--- config.mk ---
export PLATFORM = sky130hd
export DESIGN_NAME = store_buffer_unit
export DESIGN_NICKNAME = d
export VERILOG_FILES = /design/src/rtl/store_buffer_unit_pkg.sv /design/src/rtl/store_buffer_unit_align.sv /design/src/rtl/store_buffer_unit.sv
export SDC_FILE = /design/constraint.sdc
export NUM_CORES = 1
export LEC_CHECK = 0
export BUFFER_PORTS_ARGS = -buffer_cell sky130_fd_sc_hd__buf_4
export CAP_MARGIN = 20
export CORE_MARGIN = 3
export CORE_UTILIZATION = 45
export CTS_BUF_LIST = sky130_fd_sc_hd__clkbuf_2 sky130_fd_sc_hd__clkbuf_4 sky130_fd_sc_hd__clkbuf_8
export DETAILED_ROUTE_END_ITERATION = 12
export SYNTH_ARGS = -nofsm -noshare
export SYNTH_HDL_FRONTEND = slang
export SYNTH_SLANG_ARGS = --single-unit
--- constraint.sdc ---
create_clock -name clk -period 4.5 [get_ports clk]
set_input_delay 0.9 -clock clk [delete_from_list [all_inputs] [get_ports clk]]
set_output_delay 0.9 -clock clk [all_outputs]
set_load 0.05 [all_outputs]
--- src/rtl/store_buffer_unit_pkg.sv ---
// store_buffer_unit_pkg: store size codes, store opcode prefix and buffer entry type
package store_buffer_unit_pkg;
  localparam logic [1:0] SZ_BYTE = 2'b00;
  localparam logic [1:0] SZ_HALF = 2'b01;
  localparam logic [1:0] SZ_LR   = 2'b10;
  localparam logic [1:0] SZ_WORD = 2'b11;
  localparam logic [2:0] ST_OP   = 3'b101;
  localparam int SB_DEPTH = 4;
  typedef struct packed {
    logic [29:0] addr;
    logic [31:0] wdata;
    logic [3:0]  be;
  } entry_t;
endpackage

--- src/rtl/store_buffer_unit_align.sv ---
// store_align: places sb/sh/sw data into byte lanes and builds the byte enable
module store_align
  import store_buffer_unit_pkg::*;
(
  input  logic [1:0]  size,
  input  logic [1:0]  addr,
  input  logic [31:0] data,
  output logic [3:0]  be,
  output logic [31:0] wdata
);
  assign be = size == SZ_WORD ? 4'b1111 :
              size == SZ_HALF ? (addr[1] ? 4'b1100 : 4'b0011) :
              4'b0001 << addr;
  assign wdata = size == SZ_WORD ? data :
                 size == SZ_HALF ? {2{data[15:0]}} :
                 {4{data[7:0]}};
endmodule

--- src/rtl/store_buffer_unit.sv ---
// store_buffer_unit: aligns MEM-stage stores, queues them in order and drains them to data RAM
module store_buffer_unit
  import store_buffer_unit_pkg::*;
#(
  parameter int DEPTH = SB_DEPTH
) (
  input  logic        clk,
  input  logic        reset,
  input  logic [31:0] Inst,
  input  logic [31:0] AO,
  input  logic [31:0] RT_data,
  input  logic        req_valid,
  output logic        req_ready,
  input  logic        load_valid,
  output logic        load_conflict,
  output logic        mem_valid,
  input  logic        mem_ready,
  output logic [29:0] mem_addr,
  output logic [31:0] mem_wdata,
  output logic [3:0]  mem_be,
  output logic        empty
);
  localparam int PW = $clog2(DEPTH);
  entry_t q [DEPTH];
  logic [DEPTH-1:0] vld;
  logic [PW-1:0] rd_ptr, wr_ptr;
  logic [PW:0] count;
  logic [3:0] al_be;
  logic [31:0] al_wdata;
  logic is_store, push, pop, hit;
  assign is_store  = Inst[31:29] == ST_OP && Inst[27:26] != SZ_LR;
  assign req_ready = count != (PW+1)'(DEPTH);
  assign mem_valid = count != '0;
  assign empty     = !mem_valid;
  assign push      = req_valid & is_store & req_ready;
  assign pop       = mem_valid & mem_ready;
  assign mem_addr  = mem_valid ? q[rd_ptr].addr : '0;
  assign mem_wdata = mem_valid ? q[rd_ptr].wdata : '0;
  assign mem_be    = mem_valid ? q[rd_ptr].be : '0;
  store_align u_align (
    .size (Inst[27:26]),
    .addr (AO[1:0]),
    .data (RT_data),
    .be   (al_be),
    .wdata(al_wdata)
  );
  // whole-word match against every pending entry; the store being pushed has address AO too
  always_comb begin
    hit = 1'b0;
    for (int i = 0; i < DEPTH; i++) hit = hit | (vld[i] && q[i].addr == AO[31:2]);
    load_conflict = load_valid & (hit | push);
  end
  // FIFO storage, pointers and occupancy; a full buffer refuses pushes even when popping
  always_ff @(posedge clk) begin
    if (reset) begin
      vld    <= '0;
      rd_ptr <= '0;
      wr_ptr <= '0;
      count  <= '0;
    end else begin
      if (pop) begin
        vld[rd_ptr] <= 1'b0;
        rd_ptr      <= rd_ptr + 1'b1;
      end
      if (push) begin
        q[wr_ptr]   <= '{addr: AO[31:2], wdata: al_wdata, be: al_be};
        vld[wr_ptr] <= 1'b1;
        wr_ptr      <= wr_ptr + 1'b1;
      end
      count <= count + (PW+1)'(push) - (PW+1)'(pop);
    end
  end
endmodule
==> flow_metrics.tcl <==
set metrics [dict create \
    synthArstFlopShare 0 \
    cts_tree "built" \
    floorplan.core_area_mm2 0.0270 \
    hold_path.class "flop to flop" \
    path_clk_slew_ns 0.06 \
    numClockSinks 277 \
    drt_pre_antenna_iters 5 \
    cts_hold_buffers 0 \
    dieArea_mm2 0.0297 \
    share_clk_of_total_power 0.258 \
    p_int_uw 5130 \
    seq_area_frac_synth 0.658 \
    final_design_area_no_fill_mm2 0.0147 \
    die-height_um 172 \
    synthTopCellsByArea "sky130_fd_sc_hd__edfxtp_1 (64%), sky130_fd_sc_hd__mux4_2 (12%), sky130_fd_sc_hd__xnor2_1 (7.0%)" \
    final_net_count 993 \
    via_count 6780 \
    clockRootBuffer "sky130_fd_sc_hd__clkbuf_8" \
    total_routing_usage_gr 0.196 \
    gp_congestion 0.814 \
    timing.fmax_mhz 277 \
    yosys_warnings 0 \
    first_global_vias 7156 \
    worst_setup_path_start_kind "input pin" \
    p_leak_uw 0.00495 \
    finalHoldViolations 0 \
    timing.final.crit_share 0.801 \
    synth_edf_count 264 \
    seqPwrFrac 0.359 \
    core.rowCount 60 \
    cp_data_required_time_ns 3.60 \
    max_cap_viol_count 0 \
    ant_nets 0 \
    initialDrtViolationCount 514 \
    drc_violations_left 0 \
    master_of_the_slowest_instance_on_the_critical_path "sky130_fd_sc_hd__nor4_1" \
    worst-path-max-fanout 8 \
    final_layout_size_suffix_gt1_frac 0.345 \
    period_needed_ns 3.60 \
    status "complete, no violations" \
    cellPowerDensity_mw_per_mm2 557 \
    yosys.cell_count.top_type "sky130_fd_sc_hd__edfxtp_1" \
    vdd.ir_drop.worst_mv 0.508 \
    critical_path_type "input pin to output pin" \
    comb_power_share 0.383 \
    die_x_um 172 \
    fin_skew_ns 0.0129 \
    dpl.hpwl_um 18900 \
    grt_setup_unrepaired "false" \
    routedWlPerCell_um 22.9 \
    netlist_top_cells_count "sky130_fd_sc_hd__edfxtp_1 (264), sky130_fd_sc_hd__xnor2_1 (100), sky130_fd_sc_hd__and2_1 (71), sky130_fd_sc_hd__mux4_2 (66), sky130_fd_sc_hd__nand4_1 (26)" \
    timing_worst_slew_pin_value_ns 0.737 \
    syn_to_final_growth_pct 18.4 \
    postSynthNetCount 839 \
    crit_path_largest_cell_delay_ns 0.41 \
    slew_headroom 0.509 \
    filler_cell_count 2184 \
    slew_viol_final 0 \
    fin_setup_tns_ns 0 \
    first_pass_grt_wire_length_um 43200 \
    initial_utilization 0.460 \
    antenna_violations_before_repair 0 \
    placedInstanceArea_mm2 0.0138 \
    global_route.usage.met1 0.273 \
    cp_data_arrival_time_ns 2.70 \
    buffer_ports.inserted 143 \
    design.portCount 171 \
    post_drt_via_cell_ratio 5.39 \
    postRouteWirelength_um 28900 \
    ctsLongestPathBuffers 3 \
    synthFlopType "sky130_fd_sc_hd__edfxtp_1" \
    cts_bufs_inserted 47 \
    grt_remaining_overflow 0 \
    final-instance-count-excl-fill 1259 \
    crit_chain "buf_4 > xnor2_1 > nand4_1 > nor4_1 > nand4_1 > a41oi_1 > buf_4" \
    setup.worst_path.end_class "output pin" \
    cell_total_after_placement 1173 \
    grt_start_max_net_pins 70 \
    busiest_layer "met2" \
    synth_cell_type_count 30 \
    report.final.setup_viol 0 \
    power_switching_uw 3080 \
    cell_taking_the_most_area_after_synthesis "sky130_fd_sc_hd__edfxtp_1" \
    post_synthesis_register_bit_count 277 \
    switching_share 0.375 \
    clk-insertion-delay-late_ns 0.54 \
    met2_routing_resource_usage_after_global_routing 0.323 \
    cts_resized 0 \
    post_cts.repair.setup_buffers 0 \
    avgSynthCellArea_um2 17.1 \
    syn-cell-area_mm2 0.0124 \
    cts-htree-levels 2 \
    synth_largest_type_area_fraction 0.637 \
    met3_usage 0.0386 \
    syn-instance-count 727 \
]
layout make-up:
| class | instances | area, um2 | share of cell area |
|---|---|---|---|
| tap | 341 | 427 | 0.0290 |
| sequential | 277 | 8190 | 0.556 |
| clock inverter | 25 | 139 | 0.00943 |
| inverter | 12 | 45.0 | 0.00306 |
| timing repair buffer | 156 | 1230 | 0.0837 |
| multi-input combinational | 387 | 3950 | 0.268 |
| antenna | 1 | 2.50 | 0.000170 |
| clock buffer | 60 | 744 | 0.0505 |
routing by layer:
layer / wire length, um / part of all wire
met5: 0 / 0
met4: 464 / 0.016
met1: 12400 / 0.43
met3: 1760 / 0.061
met2: 14300 / 0.49
flip-flops by register name (all words and copies together) (netlist names), named ones only:
name / flops
q: 264
rd_ptr: 2
vld: 4
count: 3
wr_ptr: 2
worst max-delay path: cells and delay by family:
family | cells | cell delay, ns
buf+inv | 2 | 0.42
compound gates | 1 | 0.35
xor+xnor | 1 | 0.30
simple gates | 3 | 0.73
through the flow:
step	hold slack, ns	total power, uW	setup slack (ns)	utilization
detailed placement	0.526	6200	0.886	0.512
global placement	0.499	6180	0.907	0.512
floorplan	0.469	5290	0.816	-
global route	0.564	8600	0.809	0.545
CTS	0.543	8330	0.881	0.545
finish	0.531	8210	0.896	0.545
placed cells by master, fill, tap and decap left out, types with 11 or more instances in the layout:
cell type                  Yosys  final
sky130_fd_sc_hd__clkbuf_8      0     47
sky130_fd_sc_hd__inv_1        12     12
sky130_fd_sc_hd__edfxtp_1    264    264
sky130_fd_sc_hd__clkinv_1      0     15
sky130_fd_sc_hd__nor4_1       12     12
sky130_fd_sc_hd__nand4_1      26     26
sky130_fd_sc_hd__dfxtp_1      13     11
sky130_fd_sc_hd__buf_4         1    151
sky130_fd_sc_hd__xor2_1       23     23
sky130_fd_sc_hd__clkbuf_4      0     13
sky130_fd_sc_hd__mux2_2       16     16
sky130_fd_sc_hd__and2_1       71     67
sky130_fd_sc_hd__mux4_2       66     66
sky130_fd_sc_hd__nor2_1       18     18
sky130_fd_sc_hd__xnor2_1     100    100
kinds of logic after synthesis:
family | share of synthesized area
adder cells (fa/ha/maj) | 0.0117
AO/OA/AOI/OAI | 0.0110
flip-flops | 0.658
AND/OR/NAND/NOR | 0.0653
XOR/XNOR | 0.0879
buffers and inverters | 0.0248
multiplexers | 0.141
final timing paths:
check	startpoint	end	slack, ns	depth (start not counted)
max	AO[7]	load_conflict	0.90	7
min	vld[2]$_SDFF_PP0_	vld[2]$_SDFF_PP0_	0.53	1
max reg2reg	count[1]$_SDFF_PP0_	count[2]$_SDFF_PP0_	1.59	10
min reg2reg	vld[2]$_SDFF_PP0_	vld[2]$_SDFF_PP0_	0.53	1
power groups by stage:
stage / combinational (uW) / clock [uW] / sequential, uW
finish: 3140 / 2120 / 2950
global route: 3330 / 2310 / 2960
CTS: 3200 / 2180 / 2960
detailed placement: 3190 / 0 / 3010
global placement: 3170 / 0 / 3010
floorplan: 2350 / 0 / 2940
Power figures use the tool's default switching activity.
